[src/rtl/parity_serializer_pkg.sv]
// -------------------------------------------------------------------------
// parity_serializer_pkg : FSM state encoding, frame constants, parity helper
// Rev 1.0
// -------------------------------------------------------------------------
`default_nettype none

package parity_serializer_pkg;

  typedef enum logic [2:0] {
    IDLE   = 3'd0,
    START  = 3'd1,
    DATA   = 3'd2,
    PARITY = 3'd3,
    STOP   = 3'd4
  } state_t;

  localparam int DATA_BITS  = 4;
  localparam int FRAME_BITS = 7;

  // Parity bit the generator should have produced for this nibble.
  function automatic logic expected_parity(input logic [DATA_BITS-1:0] data,
                                           input logic                 odd);
    return odd ? ~^data : ^data;
  endfunction

endpackage

`default_nettype wire

[src/rtl/parity_serializer_bit_timer.sv]
// -------------------------------------------------------------------------
// bit_timer : bit-period counter; tick marks the last cycle of each period
// Rev 1.0
// -------------------------------------------------------------------------
`default_nettype none

module bit_timer
  import parity_serializer_pkg::*;
#(
  parameter int CLKS_PER_BIT = 4
) (
  input  logic clk,
  input  logic rst,
  input  logic clear,
  output logic tick
);

  localparam int               CNT_W = (CLKS_PER_BIT > 1) ? $clog2(CLKS_PER_BIT) : 1;
  localparam logic [CNT_W-1:0] LAST  = CNT_W'(CLKS_PER_BIT - 1);

  logic [CNT_W-1:0] count_q;
  logic [CNT_W-1:0] count_d;

  assign tick = (count_q == LAST);

  // Restarting on clear keeps every new state aligned to a full bit period.
  always_comb begin
    count_d = count_q + 1'b1;
    if (clear || tick) begin
      count_d = '0;
    end
  end

  always_ff @(posedge clk) begin
    if (rst) begin
      count_q <= '0;
    end else begin
      count_q <= count_d;
    end
  end

endmodule

`default_nettype wire

[src/rtl/parity_serializer.sv]
// -------------------------------------------------------------------------
// parity_serializer : nibble + parity -> start/4 data/parity/stop, LSB first
// Rev 1.0   Optional check logic: PARITY_SERIALIZER_CHECK_EN
// -------------------------------------------------------------------------
`default_nettype none

module parity_serializer
  import parity_serializer_pkg::*;
#(
  parameter int CLKS_PER_BIT = 4,
  parameter int PARITY_ODD   = 0
) (
  input  logic                 clk,
  input  logic                 rst,
  input  logic [DATA_BITS-1:0] data_in,
  input  logic                 parity_in,
  input  logic                 in_valid,
  output logic                 in_ready,
  output logic                 tx,
  output logic                 busy,
  output logic                 frame_done,
  output logic                 parity_err
);

  state_t               state_q;
  state_t               state_d;
  logic [DATA_BITS-1:0] shift_q;
  logic [DATA_BITS-1:0] shift_d;
  logic                 parity_q;
  logic                 parity_d;
  logic [1:0]           bit_idx_q;
  logic [1:0]           bit_idx_d;
  logic                 tick;
  logic                 accept;
  logic                 timer_clear;

  // in_ready is masked by rst so a request during reset is never taken.
  assign in_ready    = (state_q == IDLE) && !rst;
  assign accept      = in_valid && in_ready;
  assign busy        = (state_q != IDLE);
  assign timer_clear = (state_d != state_q);

  bit_timer #(
    .CLKS_PER_BIT(CLKS_PER_BIT)
  ) u_bit_timer (
    .clk  (clk),
    .rst  (rst),
    .clear(timer_clear),
    .tick (tick)
  );

  always_comb begin
    state_d    = state_q;
    shift_d    = shift_q;
    parity_d   = parity_q;
    bit_idx_d  = bit_idx_q;
    tx         = 1'b1;
    frame_done = 1'b0;
    case (state_q)
      IDLE: begin
        if (accept) begin
          shift_d   = data_in;
          parity_d  = parity_in;
          bit_idx_d = '0;
          state_d   = START;
        end
      end
      START: begin
        tx = 1'b0;
        if (tick) begin
          state_d = DATA;
        end
      end
      DATA: begin
        tx = shift_q[0];
        if (tick) begin
          shift_d   = shift_q >> 1;
          bit_idx_d = bit_idx_q + 1'b1;
          if (bit_idx_q == 2'(DATA_BITS - 1)) begin
            state_d = PARITY;
          end
        end
      end
      PARITY: begin
        tx = parity_q;
        if (tick) begin
          state_d = STOP;
        end
      end
      STOP: begin
        if (tick) begin
          frame_done = 1'b1;
          state_d    = IDLE;
        end
      end
      default: begin
        state_d = IDLE;
      end
    endcase
  end

  always_ff @(posedge clk) begin
    if (rst) begin
      state_q   <= IDLE;
      shift_q   <= '0;
      parity_q  <= 1'b0;
      bit_idx_q <= '0;
    end else begin
      state_q   <= state_d;
      shift_q   <= shift_d;
      parity_q  <= parity_d;
      bit_idx_q <= bit_idx_d;
    end
  end

`ifdef PARITY_SERIALIZER_CHECK_EN
  logic parity_err_q;
  logic parity_err_d;

  // A bad parity is flagged but still transmitted so the link sees the error.
  always_comb begin
    parity_err_d = accept && (parity_in != expected_parity(data_in, PARITY_ODD != 0));
  end

  always_ff @(posedge clk) begin
    if (rst) begin
      parity_err_q <= 1'b0;
    end else begin
      parity_err_q <= parity_err_d;
    end
  end

  assign parity_err = parity_err_q;
`else
  logic unused_parity_odd;
  assign unused_parity_odd = (PARITY_ODD != 0);
  assign parity_err        = 1'b0;
`endif

endmodule

`default_nettype wire

[config.mk]
export PLATFORM = sky130hd
export DESIGN_NAME = parity_serializer
export DESIGN_NICKNAME = d
export VERILOG_FILES = /design/src/rtl/parity_serializer_pkg.sv /design/src/rtl/parity_serializer_bit_timer.sv /design/src/rtl/parity_serializer.sv
export SDC_FILE = /design/constraint.sdc
export NUM_CORES = 1
export LEC_CHECK = 0
export CAP_MARGIN = 30
export CORE_UTILIZATION = 53
export CTS_BUF_LIST = sky130_fd_sc_hd__clkbuf_2
export DETAILED_ROUTE_END_ITERATION = 6
export PLACE_DENSITY = 0.81
export SLEW_MARGIN = 20
export SYNTH_ARGS = -nofsm -noshare
export SYNTH_HDL_FRONTEND = slang
export SYNTH_SLANG_ARGS = --single-unit
export TNS_END_PERCENT = 1
[constraint.sdc]
create_clock -name clk -period 2.6 [get_ports clk]
set_input_delay 0.78 -clock clk [delete_from_list [all_inputs] [get_ports clk]]
set_output_delay 0.78 -clock clk [all_outputs]
set_load 0.005 [all_outputs]
==> metrics.cfg <==
[run_status]
outcome = finished, final reports clean

[drt]
ant_nets = 0
wl_per_cell_um = 13.2
drtPass1Iterations = 4
dr_total_vias = 598
vias_per_cell = 5.70
wl_mm = 1.39
drtIter0Drc = 14
drc = 0

[grt]
grt_pass1_vias = 547
grt_first_pass_wirelength_mm = 2.35
antenna_found_initial = 0
grt_max_degree = 16
grt_usage_pct = 23.5
gr-total-overflow = 0

[sta]
finalHoldViolCount = 0
layout_worst_path_cycle_share_pct = 95.5
slew_viol_final = 0
slew_headroom_pct = 62.6
fin_ws_ps = 117
min_period_ps = 2480
holdWs_ps = 467
tightest_slew_ps = 560
finClkSkew_ps = 1.81
rsz0062_at_grt = false
finalSetupViolCount = 0
fmax_ghz = 0.403

[synth]
synth_nets = 89
synthesis.area_um2 = 696
yosysWarnings = 0
syn_area_per_cell_um2 = 8.92
synth_area_leaders = dfxtp_1 (35%), ha_1 (5.4%), mux2i_1 (4.3%)
ys_seq_area_share_pct = 34.5
syn_inst = 78
synth_cell_types = 34
yosys_register_bits = 12
synth_top_area_share_pct = 34.5
yosysTopAreaCell = dfxtp_1

[cts]
holdBufCountCts = 0
h-tree-depth = 1
numCtsBuffers = 3
clock_sinks = 12
clockBufferDepth = 2
cts_root_buf = clkbuf_2
cts_tree = built
clkSlewWorstSetupHoldPaths_ps = 120
clkLatencyLatePin_ps = 260

[place]
dp_cells = 101
dp_hpwl_um = 999
port-buffer-count = 11
place_area_um2 = 825
post-place-ws_ps = -129
place.gp.congestion = 0.763

[floorplanning]
die_w_um = 38.2
die_height_um = 38.2
std_cell_rows = 12
die_area_mm2 = 0.00146
initial_core_util_pct = 60.2
coreArea_mm2 = 0.00116
ios = 13

[finish]
n_fill_cell = 89
stdcell_count = 105
area_growth_pct = 21.2
fin_nets = 103
drive_above_1_share_pct = 15.4
stdcell_area_um2 = 843
diodes = 0

[critical_path]
worst_setup_path_start_kind = flop
endpoint_kind = output port
crit_path_max_fanout = 15
worstPathRequired_ps = 1820
worstPathArrival_ps = 1700
crit_type = flop to output port
reg2reg_depth = 5

[power]
power_density_mw_per_mm2 = 432
seqPwrFrac_pct = 55.3
p_int_mw = 0.264
switchingPower_mw = 0.100
leakage_nw = 0.330
combPwrFrac_pct = 18.0
power.total_mw = 0.364
switching_share_pct = 27.5
clock_power_share_pct = 26.6
peakVddDrop_mv = 0.293

[min_path]
min_path_cells = 1
hold_class = flop to flop

[job]
cap_violations = 0

layer usage:
metal  up-vias  part of all wire [%]  track usage [%]
li1        311                     -                -
met1       272                    50             31.0
met2        13                    46             36.4
met3         2                   2.9             4.07
met4         0                   1.0             11.6
met5         -                     0                0
flip-flops by register name, summed over array words and instances (netlist names):
| name | count |
|---|---|
| bit_idx_q | 2 |
| parity_q | 1 |
| shift_q | 4 |
| state_q | 3 |
| u_bit_timer.count_q | 2 |
power by group through the flow:
| stage | clock [mW] | combinational (mW) | sequential (mW) |
|---|---|---|---|
| floorplan | 0 | 0.0419 | 0.201 |
| global placement | 0 | 0.0645 | 0.205 |
| detailed placement | 0 | 0.0660 | 0.206 |
| CTS | 0.100 | 0.0654 | 0.202 |
| global route | 0.108 | 0.0736 | 0.203 |
| finish | 0.0970 | 0.0657 | 0.202 |
repair_timing:
item                       in CTS  in global routing
gates resized for setup         1                  1
setup endpoints to repair       1                  1
setup buffers                   0                  0
synthesized netlist by cell type, drive strengths merged:
| master | instances |
|---|---|
| a31o | 1 |
| nand3b | 1 |
| nor3 | 1 |
| clkbuf | 3 |
| buf | 4 |
| xor2 | 1 |
| ha | 3 |
| and3 | 2 |
| and2 | 1 |
| a22oi | 1 |
| or2 | 1 |
| or4b | 1 |
| nor3b | 2 |
| nor2 | 5 |
| a21oi | 4 |
| mux2i | 3 |
| or3 | 1 |
| o21a | 1 |
| nand4b | 1 |
| nor4 | 1 |
| conb | 1 |
| a311oi | 3 |
| inv | 2 |
| dfxtp | 12 |
| o21ai | 4 |
| nand4 | 1 |
| a2111oi | 1 |
| nand3 | 3 |
| o311ai | 3 |
| nand2 | 6 |
| nor2b | 1 |
| o21bai | 3 |
through the flow:
stage / TNS (ps) / utilization [%]
after global placement: -125 / 71.3
after detailed placement: -129 / 71.3
after CTS: 0 / 72.8
final: 0 / 72.9
after floorplan: 0 / -
after global routing: 0 / 72.9
layout by cell type (no fill, tap or decap), drive strengths merged, types with 3 or more instances in the layout:
| cell type | n |
|---|---|
| clkbuf | 3 |
| nor2 | 5 |
| buf | 5 |
| a21oi | 4 |
| a311oi | 3 |
| dfxtp | 12 |
| ha | 3 |
| nand3 | 3 |
| nand2 | 6 |
| clkdlybuf4s50 | 10 |
| o21ai | 4 |
| o311ai | 3 |
| mux2i | 3 |
| o21bai | 3 |
kinds of logic (layout without fill, tap and decap cells):
| logic type | count (synthesis) | count (layout) | synth area share (%) |
|---|---|---|---|
| compound gates | 21 | 21 | 21.2 |
| xor+xnor | 1 | 1 | 1.26 |
| fa+ha+maj | 3 | 3 | 5.40 |
| buf+inv | 9 | 22 | 6.29 |
| flops | 12 | 12 | 34.5 |
| mux | 3 | 3 | 4.32 |
| other cells | 1 | 1 | 0.539 |
| simple gates | 28 | 28 | 26.4 |
cell type report:
class	count	area, um2	share of cell area, %
repair buffers	16	146	17.4
multi-input cells	57	412	48.8
inverters	2	7.51	0.890
flip-flops and latches	12	241	28.6
well taps	14	17.5	2.08
clock inverters	1	3.75	0.445
clock buffers	3	15.0	1.78
worst max-delay path, cell delays in order, from the launching register on:
cell and delay, ps:
dfxtp_1 700, and3_1 250, clkdlybuf4s50_1 500
final timing paths:
check	start	end	slack, ps
max	state_q[2]$_SDFF_PP0_	frame_done	120
min	u_bit_timer.count_q[0]$_SDFF_PP0_	u_bit_timer.count_q[0]$_SDFF_PP0_	470
max reg2reg	u_bit_timer.count_q[0]$_SDFF_PP0_	shift_q[2]$_SDFFE_PP0P_	1120
min reg2reg	u_bit_timer.count_q[0]$_SDFF_PP0_	u_bit_timer.count_q[0]$_SDFF_PP0_	470
No activity file was read; power rests on OpenSTA's default activity.
